===== config.mk =====
export PLATFORM = sky130hd
export DESIGN_NAME = slave_port_arbiter
export DESIGN_NICKNAME = d
export VERILOG_FILES = /design/src/rtl/slave_port_arbiter.sv
export SDC_FILE = /design/constraint.sdc
export NUM_CORES = 1
export LEC_CHECK = 0
export BUFFER_PORTS_ARGS = -buffer_cell sky130_fd_sc_hd__buf_2
export CAP_MARGIN = 20
export CORE_AREA = 4 4 114 116
export DETAILED_ROUTE_END_ITERATION = 6
export DIE_AREA = 0 0 118 120
export PLACE_DENSITY = 0.7
export RECOVER_POWER = 100
export SYNTH_ARGS = -nofsm -noshare
export SYNTH_HDL_FRONTEND = slang
export SYNTH_SLANG_ARGS = --single-unit

===== constraint.sdc =====
create_clock -name clk -period 3.2 [get_ports clk]
set_input_delay 0.64 -clock clk [delete_from_list [all_inputs] [get_ports clk]]
set_output_delay 0.64 -clock clk [all_outputs]
set_load 0.005 [all_outputs]

===== src/rtl/slave_port_arbiter.sv =====
// Two-master, one-slave port arbiter with round-robin grant, single-outstanding
// transaction FSM (IDLE/BUSY/DONE) and a watchdog that completes hung transfers.
module slave_port_arbiter #(
  parameter bit SLAVE_ID = 1'b0,
  parameter int DATA_W   = 32,
  parameter int TIMEOUT  = 255
) (
  input  logic              clk,
  input  logic              reset,
  input  logic              master_0_req,
  input  logic              master_0_cmd,
  input  logic [DATA_W-1:0] master_0_addr,
  input  logic [DATA_W-1:0] master_0_wdata,
  output logic [DATA_W-1:0] master_0_rdata,
  output logic              master_0_ack,
  input  logic              master_1_req,
  input  logic              master_1_cmd,
  input  logic [DATA_W-1:0] master_1_addr,
  input  logic [DATA_W-1:0] master_1_wdata,
  output logic [DATA_W-1:0] master_1_rdata,
  output logic              master_1_ack,
  output logic              slave_req,
  output logic              slave_cmd,
  output logic [DATA_W-1:0] slave_addr,
  output logic [DATA_W-1:0] slave_wdata,
  input  logic [DATA_W-1:0] slave_rdata,
  input  logic              slave_ack,
  output logic              timeout_err
);

  typedef enum logic [1:0] {IDLE, BUSY, DONE} state_t;

  localparam int WD_W = ($clog2(TIMEOUT + 1) > 8) ? $clog2(TIMEOUT + 1) : 8;
  localparam logic [DATA_W-1:0] TIMEOUT_DATA = DATA_W'(32'hDEADBEEF);

  state_t            state;
  logic              grant;
  logic              last_grant;
  logic [WD_W-1:0]   wdog;

  logic              elig_0;
  logic              elig_1;
  logic              next_grant;
  logic              timeout_hit;
  logic              complete;
  logic [DATA_W-1:0] done_rdata;

  assign elig_0 = master_0_req && (master_0_addr[31] == SLAVE_ID);
  assign elig_1 = master_1_req && (master_1_addr[31] == SLAVE_ID);

  // On a tie the pointer hands the grant to whoever was not served last.
  assign next_grant  = (elig_0 && elig_1) ? ~last_grant : elig_1;
  assign timeout_hit = (TIMEOUT != 0) && (wdog == WD_W'(TIMEOUT));
  assign complete    = slave_ack || timeout_hit;
  assign done_rdata  = slave_ack ? slave_rdata : TIMEOUT_DATA;

  always_ff @(posedge clk or negedge reset) begin
    if (!reset) begin
      state          <= IDLE;
      grant          <= 1'b0;
      last_grant     <= 1'b1;
      wdog           <= '0;
      timeout_err    <= 1'b0;
      master_0_ack   <= 1'b0;
      master_1_ack   <= 1'b0;
      master_0_rdata <= '0;
      master_1_rdata <= '0;
    end else begin
      // NOTE: all state here uses non-blocking assignments so every branch sees
      // the pre-edge values of grant/wdog regardless of statement order.
      case (state)
        IDLE: begin
          if (elig_0 || elig_1) begin
            grant <= next_grant;
            wdog  <= '0;
            state <= BUSY;
          end
        end
        BUSY: begin
          if (complete) begin
            if (grant) begin
              master_1_rdata <= done_rdata;
              master_1_ack   <= 1'b1;
            end else begin
              master_0_rdata <= done_rdata;
              master_0_ack   <= 1'b1;
            end
            last_grant <= grant;
            state      <= DONE;
            if (!slave_ack) timeout_err <= 1'b1;
          end else begin
            wdog <= wdog + 1'b1;
          end
        end
        DONE: begin
          master_0_ack <= 1'b0;
          master_1_ack <= 1'b0;
          state        <= IDLE;
        end
        default: state <= IDLE;
      endcase
    end
  end

  always_comb begin
    // NOTE: every output gets a default first, so no path through this block
    // can leave one unassigned and infer a latch.
    slave_req   = 1'b0;
    slave_cmd   = 1'b0;
    slave_addr  = '0;
    slave_wdata = '0;
    if (state == BUSY) begin
      slave_req = 1'b1;
      if (grant) begin
        slave_cmd   = master_1_cmd;
        slave_addr  = master_1_addr;
        slave_wdata = master_1_wdata;
      end else begin
        slave_cmd   = master_0_cmd;
        slave_addr  = master_0_addr;
        slave_wdata = master_0_wdata;
      end
    end
  end

endmodule


==> flow_summary_export.csv, run 1 <==
group,metric,value,unit
grt,grt_pass1_vias,4353,
place,placed_cell_area,5750,um2
clocking,insertion_delay,0.32,ns
clocking,cts.clk_slew.worst_paths,0.06,ns
layout,fin_nets,860,
synth,synth_top_cell_by_area,"dfrtp_1",
timing,fin_tns_setup,0,ns
min_path,min-delay-path-class,"register to register",
synth,yosys_warnings,0,
timing,fmax,366,MHz
die,core,11900,um2
job,drv_cap,0,
synth,avgSynthCellArea,10.2,um2
die,die_h,120,um
clocking,numCtsBuffers,9,
clocking,post_cts_resized,0,
timing,final.min_clock_period,2.74,ns
grt,grt_pass1_wl,23.5,mm
power_and_ir_drop,ir_drop,276,uV
routing,drc_errors,0,
worst_setup_path,max_stage_delay,0.94,ns
place,port_buffers,299,
timing,worst_pin_slew,1.46,ns
place,dpl.hpwl,12.3,mm
layout,drive_gt1_frac,0.339,
routing,ant_nets,0,
timing,final.setup_skew,0.00378,ns
clocking,cts_hold_buf,0,
worst_setup_path,path_class,"register to register",
routing,drt_iter0_markers,308,
worst_setup_path,cp.required,3.44,ns
synth,synth_seq_area_share,0.474,
timing,maxSlewHeadroom,0.0260,
status,status,"finished clean",
timing,holdWs,0.481,ns
timing,finalCritPeriodShare,0.855,
grt,grt_use_total,0.209,
worst_setup_path,cp_top_family,"simple AND/OR/NAND/NOR gates",
worst_setup_path,worstPathArrival,2.97,ns
clocking,cts_buffer_depth,2,
power_and_ir_drop,power_density,838,nW/um2
routing,via_count,4273,
timing,hold_viol,0,
timing,setup-violations-final,0,
synth,netlist_instances,410,
power_and_ir_drop,p_leak,0.00296,uW
layout,design_area,5900,um2
worst_setup_path,path_max_fanout,30,
synth,ys_async_sr_fraction,1.00,
routing,viasPerCell,5.05,
worst_setup_path,cp_slowest_cell,"nor2b_2",
synth,synth_cell_types,42,
die,start_util,0.351,
synth,syn_area,4180,um2
die,core.rowCount,40,
synth,synth_top_cells_by_area,"dfrtp_1 47%, mux2i_1 16%, a2bb2oi_1 9.2%, nor2_1 8.4%, a32o_1 2.2%",
grt,grt_max_degree,60,
synth,synth_edf_count,0,
synth,synth_top_area_frac,0.467,
timing,drv_slew,0,
synth,synth_fp_nets,578,
clocking,h-tree-depth,3,
timing,rsz0062_at_grt,"false",
routing,drt_pass1_iterations,6,
clocking,cts.sinks,79,
worst_setup_path,cp_cell_sequence,"nand2b_2 -> clkinvlp_2 -> and2_1 -> buf_4 -> nor2b_2 -> a2bb2oi_1",
layout,area_growth,41.2,%
worst_setup_path,cp-start-kind,"register",
clocking,cts_root_buffer,"clkbuf_16",
die,ioPinCount,300,
grt,antenna_found_initial,4,
place,gp_congestion,0.916,
die,die_w,118,um
synth,ys_seq_elements,79,
routing,wl,15.4,mm
worst_setup_path,crit_buf_inv,2,
clocking,cts_tree,"yes",
routing,avgRoutedWirePerCell,18.2,um
clocking,post_cts_buffers,0,
grt,overflow,0,
worst_setup_path,cp-end-kind,"register",
synth,yosys_most_used_dff,"dfrtp_1",
die,die_area,14200,um2
[cell type report]
type / instances / area, um2
timing repair buffer: 307 / 1440
multi-input combinational: 284 / 1950
antenna: 2 / 5.00
sequential: 79 / 1980
tap: 147 / 184
fill: 1172 / 6020
clock buffer: 12 / 246
inverter: 11 / 42.5
clock inverter: 4 / 45.0
[logic make-up after synthesis]
| group | after synthesis | synth area share |
|---|---|---|
| buffers and inverters | 47 | 0.0560 |
| AO/OA/AOI/OAI | 85 | 0.172 |
| adder cells (fa/ha/maj) | 1 | 0.00300 |
| flip-flops | 79 | 0.474 |
| multiplexers | 65 | 0.156 |
| AND/OR/NAND/NOR | 133 | 0.139 |
[state kept, by name (all words and copies together) (netlist names)]
signal and cells:
grant 1, last_grant 1, master_0_ack 1, master_0_rdata 32, master_1_ack 1, master_1_rdata 32, state 2, timeout_err 1
wdog 8
[power by group]
| group | internal, uW | switching [uW] | total (uW) |
|---|---|---|---|
| sequential | 1450 | 387 | 1840 |
| clock | 621 | 370 | 991 |
| combinational | 1070 | 1040 | 2110 |
| total | 3150 | 1790 | 4940 |
[path summary, 6_finish.rpt]
path                                    from  slack, ns  cells after the start                end
worst max-delay path                state[1]       0.46                      6  master_1_rdata[5]
min in group asynchronous              reset       0.66                      1  master_0_rdata[0]
worst min register to register  master_1_ack       0.48                      2       master_1_ack
worst max register to register      state[1]       0.46                      6  master_1_rdata[5]
max in group asynchronous              reset       1.31                      2  master_1_rdata[5]
worst min-delay path            master_1_ack       0.48                      2       master_1_ack
[stage by stage]
stage,util,std cells,power [uW],setup WS [ns]
after CTS,0.507,844,5100,0.520
after global routing,0.495,845,5290,0.197
final,0.495,846,4940,0.464
after detailed placement,0.483,828,4090,0.881
after floorplan,-,410,3050,1.25
after global placement,0.483,828,4030,0.928
[synth_stat cells, drive strengths merged, types with 2 or more instances]
library cell	count
o21ai	11
clkbuf	19
dfrtp	78
nor2	93
inv	11
o21a	2
a21oi	6
a2bb2oi	48
a31oi	2
a21o	2
nor2b	3
mux2i	65
a32o	9
nor3	2
buf	17
nand2	9
nand3	15
nand2b	3
and2	2
[routing by layer]
layer	up-vias	track usage	part of all wire
met5	-	0	0.0030
met4	6	0.0828	0.028
met3	35	0.0735	0.081
met2	220	0.375	0.52
met1	1978	0.225	0.37
li1	2034	-	-
[cells in the final DEF, fill, tap and decap left out, types with 6 or more instances in the layout]
cell	instances
inv_1	10
a21oi_1	6
nor2_1	92
clkbuf_2	7
nand3_1	15
clkbuf_1	99
buf_2	198
a2bb2oi_1	45
dfrtp_1	77
mux2i_1	65
clkbuf_16	9
o21ai_0	11
nand2_1	9
a32o_1	9
[worst reg2reg max path: stages, from the launching register on]
cell and delay, ns:
dfrtp_1 0.40, nand2b_2 0.46, clkinvlp_2 0.29, and2_1 0.14, buf_4 0.18, nor2b_2 0.94
a2bb2oi_1 0.23
Power figures use the tool's default switching activity.
==> run 2, diff against run 1 <==
Settings changed: CELL_PAD_IN_SITES_DETAIL_PLACEMENT set to 1, CELL_PAD_IN_SITES_GLOBAL_PLACEMENT set to 2, CORE_AREA 4 4 114 116 to not set, CORE_ASPECT_RATIO set to 1.25, CORE_MARGIN set to 4, CORE_UTILIZATION set to 24, DIE_AREA 0 0 118 120 to not set, PLACE_DENSITY 0.7 to not set, PLACE_DENSITY_LB_ADDON set to 0.1.
==> run 2 against run 1 <==
  * Hold slack worse by 0.0039 ns
  * Clock skew up 0.0023 ns
  * Largest power group unchanged
  * Via count up 1.9%
  * The run now ends with capacitance limit, slew limit left
  * Sequential power about the same
  * Total power up 0.30%
  * Critical path depth down 2
  * Global-route usage down 3.3 points
==> flow_summary_export.csv, run 2 (synthesis results as in run 1) <==
group,metric,value,unit
layout,most-common-layout-cells,"196 x buf_2, 100 x clkbuf_1, 92 x nor2_1, 77 x dfrtp_1, 65 x mux2i_1",
timing,rsz0062_at_grt,"false",
die,die_w,126,um
routing,drt_iter0_markers,186,
worst_setup_path,cp_top_family,"flip-flops",
worst_setup_path,cp.required,2.56,ns
die,ioPinCount,300,
job,drv_cap,1,
layout,fin_nets,860,
clocking,insertion_delay,0.33,ns
die,start_util,0.246,
clocking,post_cts_resized,0,
layout,nFillCells,2133,
routing,avgRoutedWirePerCell,19.3,um
power_and_ir_drop,p_seq_frac,0.370,
routing,ant_nets,0,
grt,grt_pass1_wl,27.1,mm
worst_setup_path,path_max_fanout,40,
clocking,post_cts_buffers,0,
worst_setup_path,cp_cell_sequence,"buf_4 -> mux2i_1 -> nor2_1 -> clkbuf_1",
clocking,numCtsBuffers,9,
timing,worst_pin_slew,1.54,ns
die,die_area,19600,um2
routing,wl,17.6,mm
die,core.rowCount,53,
clocking,cts_buffer_depth,2,
timing,fin_tns_setup,0,ns
worst_setup_path,worstPathArrival,2.07,ns
timing,finalCritPeriodShare,0.847,
routing,drc_errors,0,
clocking,cts_tree,"yes",
power_and_ir_drop,power_density,831,nW/um2
grt,antenna_found_initial,4,
timing,final.min_clock_period,2.71,ns
worst_setup_path,cp-start-kind,"register",
worst_setup_path,path_class,"register to output port",
die,die_h,155,um
clocking,cts.sinks,79,
layout,mostFrequentLayoutCell,"buf_2",
timing,final.setup_skew,0.00605,ns
timing,hold_viol,0,
routing,via_count,4356,
timing,maxSlewHeadroom,-0.0251,
clocking,cts_root_buffer,"clkbuf_16",
grt,overflow,0,
grt,grt_use_total,0.175,
timing,fmax,369,MHz
power_and_ir_drop,switchingPower,1850,uW
clocking,cts_hold_buf,0,
clocking,h-tree-depth,3,
layout,reg.largest.list,"master_0_rdata: 32 flops, master_1_rdata: 32 flops, wdog: 8 flops",
worst_setup_path,cp_slowest_cell,"dfrtp_4",
timing,setup-violations-final,0,
status,violations,"capacitance limit, slew limit",
place,port_buffers,299,
grt,grt_pass1_vias,4738,
timing,holdWs,0.477,ns
routing,viasPerCell,4.76,
clocking,cts.clk_slew.worst_paths,0.06,ns
place,gp_congestion,0.783,
power_and_ir_drop,comb_power_share,0.432,
power_and_ir_drop,ir_drop,261,uV
layout,diodes,0,
power_and_ir_drop,internal_power,3100,uW
die,core,17000,um2
min_path,min-delay-path-class,"register to register",
grt,grt_max_degree,80,
layout,area_growth,42.9,%
layout,drive_gt1_frac,0.332,
power_and_ir_drop,clkPwrFrac,0.198,
power_and_ir_drop,power.share.switching,0.374,
routing,drt_pass1_iterations,4,
timing,drv_slew,26,
power_and_ir_drop,p_leak,0.00295,uW
status,status,"finished, violations left",
worst_setup_path,crit_buf_inv,2,
worst_setup_path,cp-end-kind,"output port",
worst_setup_path,max_stage_delay,0.84,ns
place,dpl.hpwl,14.1,mm
## run 2: stage by stage
step / cells / power, uW / instance area [um2] / utilization / worst slack, ns
after floorplan: 410 / 3050 / 4180 / - / 1.25
after global placement: 900 / 4100 / 5820 / 0.343 / 0.856
final: 916 / 4960 / 5970 / 0.351 / 0.490
after CTS: 915 / 5180 / 6100 / 0.359 / 0.447
after detailed placement: 900 / 4170 / 5820 / 0.343 / 0.811
after global routing: 916 / 5330 / 5970 / 0.351 / 0.287
## run 2: worst paths after layout
| check | startpoint | end | slack (ns) | cells after the start |
|---|---|---|---|---|
| worst max-delay path | grant | slave_addr[2] | 0.49 | 4 |
| worst min-delay path | master_0_ack | master_0_ack | 0.48 | 1 |
| worst max register to register | grant | master_1_rdata[27] | 0.56 | 3 |
| worst min register to register | master_0_ack | master_0_ack | 0.48 | 1 |
| max in group asynchronous | reset | grant | 1.42 | 1 |
| min in group asynchronous | reset | master_1_rdata[27] | 0.67 | 1 |
## run 2: layout make-up
class / count / area [um2] / area share
repair buffers: 307 / 1450 / 0.243
inverters: 11 / 43.8 / 0.00734
well taps: 220 / 275 / 0.0461
clock buffers: 11 / 233 / 0.0390
clock inverters: 4 / 47.5 / 0.00797
multi-input cells: 284 / 1940 / 0.324
flip-flops and latches: 79 / 1980 / 0.332
## run 2: power by group through the flow
| stage | registers, uW | logic, uW | clock network, uW |
|---|---|---|---|
| after floorplan | 1730 | 1330 | 0 |
| after global placement | 1830 | 2270 | 0 |
| after detailed placement | 1850 | 2320 | 0 |
| after CTS | 1840 | 2330 | 1020 |
| after global routing | 1910 | 2370 | 1050 |
| final | 1830 | 2140 | 979 |
## run 2: per-layer routing
| metal | part of all wire | up-vias | track usage |
|---|---|---|---|
| li1 | - | 2009 | - |
| met1 | 0.39 | 2093 | 0.205 |
| met2 | 0.49 | 217 | 0.304 |
| met3 | 0.091 | 29 | 0.0580 |
| met4 | 0.019 | 8 | 0.0567 |
| met5 | 0.0038 | - | 0 |
